`src/rtl/reg_bank_onehot.sv`:
```
// Sixteen 32-bit registers written and read through one-hot Rin/Rout enables; BAout zeroes an R0 read.
// Define REG_BANK_ERR_EN to add multi-hot detection (sticky error flags, write suppression, RegOutValid=0).
module reg_bank_onehot (
   input  logic        clock,
   input  logic        clear,
   input  logic [15:0] Rin,
   input  logic [15:0] Rout,
   input  logic        BAout,
   input  logic [31:0] BusMuxOut,
   output logic [31:0] RegOut,
   output logic        RegOutValid,
   output logic [3:0]  RoutIdx,
   output logic        ErrMultiRin,
   output logic        ErrMultiRout
);

   logic [31:0] regs [16];
   logic [3:0]  idx;
   logic        wr_block;

`ifdef REG_BANK_ERR_EN
   // A vector is multi-hot when clearing its lowest set bit leaves something behind.
   logic rin_multi;
   logic rout_multi;

   assign rin_multi  = |(Rin & (Rin - 16'd1));
   assign rout_multi = |(Rout & (Rout - 16'd1));
   assign wr_block   = rin_multi;

   always_ff @(posedge clock) begin
      if (clear) begin
         ErrMultiRin  <= 1'b0;
         ErrMultiRout <= 1'b0;
      end else begin
         if (rin_multi)  ErrMultiRin  <= 1'b1;
         if (rout_multi) ErrMultiRout <= 1'b1;
      end
   end
`else
   assign wr_block     = 1'b0;
   assign ErrMultiRin  = 1'b0;
   assign ErrMultiRout = 1'b0;
`endif

   always_ff @(posedge clock) begin
      if (clear) begin
         for (int i = 0; i < 16; i++) regs[i] <= '0;
      end else if (!wr_block) begin
         for (int i = 0; i < 16; i++) begin
            if (Rin[i]) regs[i] <= BusMuxOut;
         end
      end
   end

   // Descending scan so the lowest set bit is the last assignment and wins.
   always_comb begin
      idx = '0;
      for (int i = 15; i >= 0; i--) begin
         if (Rout[i]) idx = 4'(i);
      end
   end

   always_comb begin
      RoutIdx = idx;
      RegOut  = '0;
      if (|Rout && !(BAout && Rout[0])) RegOut = regs[idx];
`ifdef REG_BANK_ERR_EN
      RegOutValid = |Rout && !rout_multi;
`else
      RegOutValid = |Rout;
`endif
   end

endmodule

```
`config.mk`:
```
export PLATFORM = sky130hd
export DESIGN_NAME = reg_bank_onehot
export DESIGN_NICKNAME = d
export VERILOG_FILES = /design/src/rtl/reg_bank_onehot.sv
export SDC_FILE = /design/constraint.sdc
export NUM_CORES = 1
export LEC_CHECK = 0
export BUFFER_PORTS_ARGS = -buffer_cell sky130_fd_sc_hd__buf_2
export CAP_MARGIN = 25
export CORE_MARGIN = 1.5
export CORE_UTILIZATION = 25
export CTS_CLUSTER_SIZE = 20
export DETAILED_ROUTE_END_ITERATION = 8
export PLACE_DENSITY = 0.51
export SYNTH_ARGS = -nofsm -noshare
export SYNTH_HDL_FRONTEND = slang
export SYNTH_SLANG_ARGS = --single-unit
```
`constraint.sdc`:
```
create_clock -name clock -period 7.74 [get_ports clock]
set_input_delay 1.548 -clock clock [delete_from_list [all_inputs] [get_ports clock]]
set_output_delay 1.548 -clock clock [all_outputs]
set_load 0.01 [all_outputs]
```
# Yosys cells after proc, flatten, opt, wreduce, memory -nomap -nowiden
# Memory sizes are Yosys's and may differ from the RTL's.
# Index checks and enable logic that the tools add are counted.
# word_totals
mem_count,1
word_cells,104
regBits,0
mem_bits_rw,512
# mem_list
name,depth,width,read_ports,rd_clocked_by_memory_dff,write_ports,line_no,rtl
regs,16,32,1,0,16,17,logic [31:0] regs [16];
# classes
n_bitwise,16
n_mux,83
n_reduce_logical,4
# op_table
cell,n
2-to-1 mux 32 bit,17
2-to-1 mux 4 bit,16
2-to-1 mux 1 bit,50
bitwise OR 1 bit,16
OR reduction 16 bit,1
logical AND 1 bit,2
zero test 1 bit,1

# Longest topological paths before layout
# Gate-level depths: netlist (run 1).
# An unclocked memory read counts as a cell.
# depth
word_depth,18
depth_mapped,12
ltp_nobuf,9

# Least setup slack after synthesis (run 1)
# Ideal clock, no wire load.
# synth_path
kind,input -> output
startpoint,in Rout[2]
endpoint,out RegOut[11]
t_required_ps,6192
path_stages,11
n_path_buf,3
slack_ps,2799
arrival_ps,3393
path_cell_list,or3_1 a221oi_2 o41ai_1 and2_1 buf_6 clkinv_4 buf_8 buf_4 mux2i_1 o21ai_0 a32o_1
# synth_via
elab_chain_cells,5
# synth_rtl
item,line_no,rtl
"start, declared",7,"input logic [15:0] Rout,"
2-to-1 mux 4 bit (3 in a row),59,if (Rout[i]) idx = 4'(i);
memory read (16 x 32 bit),n/a,
2-to-1 mux 32 bit *,66,if (|Rout && !(BAout && Rout[0])) RegOut = regs[idx];
"end, declared",10,"output logic [31:0] RegOut,"
# Mark *: on every way between the ends. The rest lies on a longest branch, timed or not.

# Worst setup path in the final report (run 1)
# layout_path
startpoint,in Rout[13]
endpoint,out RegOut[9]
# layout_via
elab_chain_cells,16
# layout_rtl
item,line_no
2-to-1 mux 4 bit (14 in a row),59
memory read (16 x 32 bit),n/a
2-to-1 mux 32 bit *,66
# Marked as above.

==> flow_summary.ini, run 1 <==
[cells_and_area]
area_delta_synth_final_pct = 15.7
utilization = 0.292
largest_registers = regs (512)
largest_reg_flops = 512
drive_above_1_share = 0.150
regMostFlops = regs
multi_input_area_um2 = 6300
fillCellCount = 8864
nets = 1718
register_area_um2 = 15400

[sta]
maxSlewViolCount = 0
tightest_slew_ns = 1.03
finalCritPeriodShare = 0.862
clock.fmax_mhz = 150
rsz0062_at_grt = false
slew_headroom = 0.314
finalHoldViolCount = 0
layout_min_cycle_time_ns = 6.67
setup_viol = 0
layout_setup_ws_ns = 1.07
setup_tns_ns = 0

[clock_network]
cts_hold_buf = 0
postCtsSetupRepairBufs = 0
cts.sinks = 512
numCtsBuffers = 52
clock_path_buffers = 3
htreeDepth = 2
ctsResizeCount = 0
cts_tree = yes
cts_root_buffer = clkbuf_16
clk_pin_slew_ns = 0.06

[critical_path]
cp.arrival_ns = 5.12
end_kind = primary output
start_kind = input port
path_class = input port to primary output
cp.required_ns = 6.19
crit_path_max_fanout = 73

[die]
die_width_um = 302
fp.dieArea_um2 = 91000
core_area_um2 = 88400
ios = 106
rows = 109
die_h_um = 302
start_util = 0.252

[synthesis]
netlist.area_leader.share = 0.689
synth.distinct_cells = 48
synth_cells = 1585
synth_edf_count = 512
syn_area_per_cell_um2 = 14.1
synth_most_common_cell = edfxtp_1
yosysSeqAreaShare = 0.689
async_flop_share = 0
ys.flop_type = edfxtp_1
syn_area_um2 = 22300
synth-seq-cells = 512
synthTopCellsByArea = edfxtp_1, and2_1, mux2i_1
yosys_warnings = 0
yosys.area.top_type = edfxtp_1
synthTopCellsByCount = edfxtp_1, and2_1, mux2i_1

[drt]
vias = 13400
drt_iter0_markers = 1073
routed_wl_um = 65900
remaining_drc_errors = 0
wl_per_cell_um = 23.1
via_per_inst = 4.71
drt-pass1-iter-count = 5
ant_nets = 0

[grt]
use_met1 = 0.193
busiest_layer = met2
grt_start_max_net_pins = 74
use_met3 = 0.0215
antenna_found_initial = 4
grt_pass1_wl_um = 95400
grt_pass1_vias = 13700
overflow = 0
grt_usage = 0.144
use_met2 = 0.246

[min_path]
whs_path_depth = 3
hold_class = input port to flip-flop

[outcome]
status = complete, no violations

[pwr]
irDropWorstVdd_mv = 0.156
total_power_w = 0.00636
leakage_nw = 9.34
power-per-cell-area_nw_per_um2 = 247

[run]
drv_cap = 0

[place]
dp_slack_ns = 1.10
port_buffers = 103
place_hpwl_um = 37600
gp_congestion = 0.741
## per-layer routing
| metal | vias up | share of wire | wire length, µm |
|---|---|---|---|
| li1 | 6028 | - | - |
| met1 | 6938 | 0.44 | 28800 |
| met2 | 394 | 0.49 | 32200 |
| met3 | 79 | 0.058 | 3800 |
| met4 | 2 | 0.018 | 1160 |
| met5 | - | 0.00011 | 7 |
## metrics by stage
stage	hold WS, ns	instance area, µm²	cells
after floorplan	1.75	22300	1586
after global placement	2.12	23900	2747
after detailed placement	2.14	24200	2757
after CTS	1.50	25700	2849
after global routing	1.48	25800	2854
final	1.49	25800	2855
## power breakdown
group / switching (W) / leakage, nW / internal [W] / total, W
logic: 0.000403 / 3.10 / 0.000203 / 0.000605
clock network: 0.00104 / 0.768 / 0.00135 / 0.00239
registers: 0.0000583 / 5.47 / 0.00331 / 0.00337
total: 0.00150 / 9.34 / 0.00486 / 0.00636
## critical path, cell delays in order
cell      delay, ns
buf_2          0.12
nor2_1         0.10
a221oi_1       0.08
o41ai_1        0.28
and2_4         0.52
inv_8          0.29
nor2_4         0.65
buf_4          0.56
a221oi_1       0.14
o21ai_0        0.21
a32o_1         0.29
buf_2          0.16
## final timing paths
| check | slack (ns) | endpoint | from |
|---|---|---|---|
| worst max-delay path | 1.07 | RegOut[9] | Rout[13] |
| worst min-delay path | 1.49 | regs[12][25]$_DFFE_PP_ | BusMuxOut[25] |
## cell usage in the layout, fill, tap and decap left out, drive strengths merged, types with 3 or more instances in the layout
cell | netlist | layout
edfxtp | 512 | 512
and2 | 321 | 321
buf | 34 | 150
mux2i | 129 | 129
nand2 | 109 | 109
a221oi | 74 | 74
clkbuf | 105 | 64
o21ai | 60 | 60
a21oi | 37 | 37
nor2b | 33 | 33
nand3 | 29 | 29
a22oi | 23 | 23
a32o | 22 | 22
clkinv | 2 | 21
nor2 | 19 | 19
or2 | 16 | 16
a22o | 9 | 9
nor3 | 8 | 8
inv | 4 | 8
a32oi | 7 | 7
a221o | 7 | 7
o211ai | 7 | 7
nor4 | 3 | 3
bufinv | 0 | 3
## cells by family (layout without fill, tap and decap cells)
kind of cell / after synthesis / in the layout / share of synthesized area
flops: 512 / 512 / 0.689
mux: 131 / 131 / 0.0589
simple gates: 544 / 544 / 0.137
buf+inv: 145 / 248 / 0.0314
compound gates: 252 / 252 / 0.0830
other cells: 1 / 3 / 0.000168
## cell type report
type / instances / share of cell area
Timing Repair Buffer: 150 / 0.0411
Tap cell: 1165 / 0.0565
Clock inverter: 28 / 0.00829
Antenna cell: 1 / 0.0000970
Sequential cell: 512 / 0.596
Clock buffer: 64 / 0.0530
Multi-Input combinational cell: 929 / 0.244
Inverter: 6 / 0.00116
No activity file was read; power rests on OpenSTA's default activity.
==> inputs of run 2 (changes only) <==
==> constraint.sdc (replaced) <==
create_clock -name clock -period 7.4 [get_ports clock]
set_input_delay 1.48 -clock clock [delete_from_list [all_inputs] [get_ports clock]]
set_output_delay 1.48 -clock clock [all_outputs]
set_load 0.01 [all_outputs]
==> run 2 against run 1 <==
Net effect:
- total power is 6.0% higher
- die area unchanged
- routed wire length up 1.4%
- first-iteration DRC count is 6.4% higher
- critical endpoint is now RegOut[5]
- largest power group unchanged
- sequential power grew 4%
- core utilization barely moved
==> flow_summary.ini, run 2 (synthesis results as in run 1) <==
[outcome]
status = complete, no violations

[sta]
finalCritPeriodShare = 0.791
finalHoldViolCount = 0
setup_viol = 0
clock.fmax_mhz = 171
maxSlewViolCount = 0
layout_min_cycle_time_ns = 5.85
rsz0062_at_grt = false
setup_tns_ns = 0
slew_headroom = 0.270
tightest_slew_ns = 1.09

[cells_and_area]
register_area_um2 = 15400
final_cell_mix = edfxtp_1, and2_1, mux2i_1, nand2_1, buf_2
largest_reg_flops = 512
area_delta_synth_final_pct = 15.7
utilization = 0.292
multi_input_area_um2 = 6300
finalNonFillerCells = 2862
diodes = 0
nets = 1726
fillCellCount = 8910
final_common_cell = edfxtp_1
regMostFlops = regs
drive_above_1_share = 0.154
largest_registers = regs (512)

[pwr]
irDropWorstVdd_mv = 0.198
leakage_nw = 9.36
power-per-cell-area_nw_per_um2 = 261

[die]
die_width_um = 302
rows = 109
core_area_um2 = 88400
ios = 106
start_util = 0.252
die_h_um = 302
fp.dieArea_um2 = 91000

[clock_network]
htreeDepth = 2
cts_root_buffer = clkbuf_16
cts_tree = yes
cts_hold_buf = 0
clk_pin_slew_ns = 0.06
numCtsBuffers = 55
cts.sinks = 512
ctsResizeCount = 0
clock_path_buffers = 3
postCtsSetupRepairBufs = 0

[critical_path]
crit_path_max_fanout = 52
cp.required_ns = 5.92
cp_num_cells = 12
cp.arrival_ns = 4.37
slowest_delay_ns = 0.42
crit_top_cell = buf_2
path_class = input port to primary output
path_buf_inv = 4
crit_chain = buf_2, or3_1, a221oi_2, o41ai_1, and2_4, inv_8, buf_12, mux2_2, o21ai_0, a31oi_1, a22o_1, buf_2
slowest_stage = inv_8
start_kind = input port
cp_top_family = buffers and inverters
end_kind = primary output

[drt]
remaining_drc_errors = 0
drt_iter0_markers = 1142
ant_nets = 0
drt-pass1-iter-count = 7
via_per_inst = 4.71
routed_wl_um = 66900
wl_per_cell_um = 23.4
vias = 13500

[run]
drv_cap = 0

[grt]
antenna_found_initial = 1
grt_pass1_wl_um = 97100
grt_pass1_vias = 13700
grt_start_max_net_pins = 56
overflow = 0
grt_usage = 0.146

[place]
numPlacedInstances = 2761
place_hpwl_um = 36900
gp_congestion = 0.756
port_buffers = 103

[min_path]
whs_path_depth = 3
hold_class = input port to flip-flop
run 2: changes by cell type in the layout (fill, tap and decap cells not counted):
cell and change:
buf_12 -1, clkbuf_1 -3, clkbuf_16 +3, clkinvlp_4 +1
clkinv_8 +1, clkinv_2 -1, buf_4 +11, inv_6 -2
clkinv_1 +4, buf_16 -4, diode_2 -1, buf_6 -1
run 2: path summary, 6_finish.rpt:
kind	from	end
max	Rout[2]	RegOut[5]
min	BusMuxOut[8]	regs[0][8]$_SDFFCE_PN0P_
run 2: final cells by class:
class | instances | area share
timing repair buffer | 155 | 0.0388
sequential | 512 | 0.595
multi-input combinational | 929 | 0.244
clock buffer | 64 | 0.0554
clock inverter | 31 | 0.00892
tap | 1165 | 0.0564
inverter | 6 | 0.00116
run 2: where the power goes:
group	switching [W]	internal [W]
Clock	0.00112	0.00147
Sequential	0.0000614	0.00346
Combinational	0.000419	0.000207
Total	0.00160	0.00514
run 2: per-layer routing:
layer / vias to the layer above / wire (µm) / track usage
met5: - / 0 / 0
met4: 0 / 1360 / 0.0393
met3: 85 / 3170 / 0.0206
met2: 364 / 32900 / 0.249
met1: 6969 / 29500 / 0.194
li1: 6048 / - / -
run 2: through the flow:
| step | hold WS [ns] | worst slack (ns) | area (µm²) | total power [W] |
|---|---|---|---|---|
| 4_1_cts | 1.43 | 1.48 | 25800 | 0.00680 |
| 6_report | 1.38 | 1.55 | 25800 | 0.00674 |
| 5_1_grt | 1.41 | 1.38 | 25800 | 0.00698 |
| 2_1_floorplan | 1.68 | 2.59 | 22300 | 0.00394 |
| 3_5_place_dp | 2.08 | 1.49 | 24100 | 0.00422 |
| 3_3_place_gp | 2.06 | 1.54 | 24000 | 0.00420 |
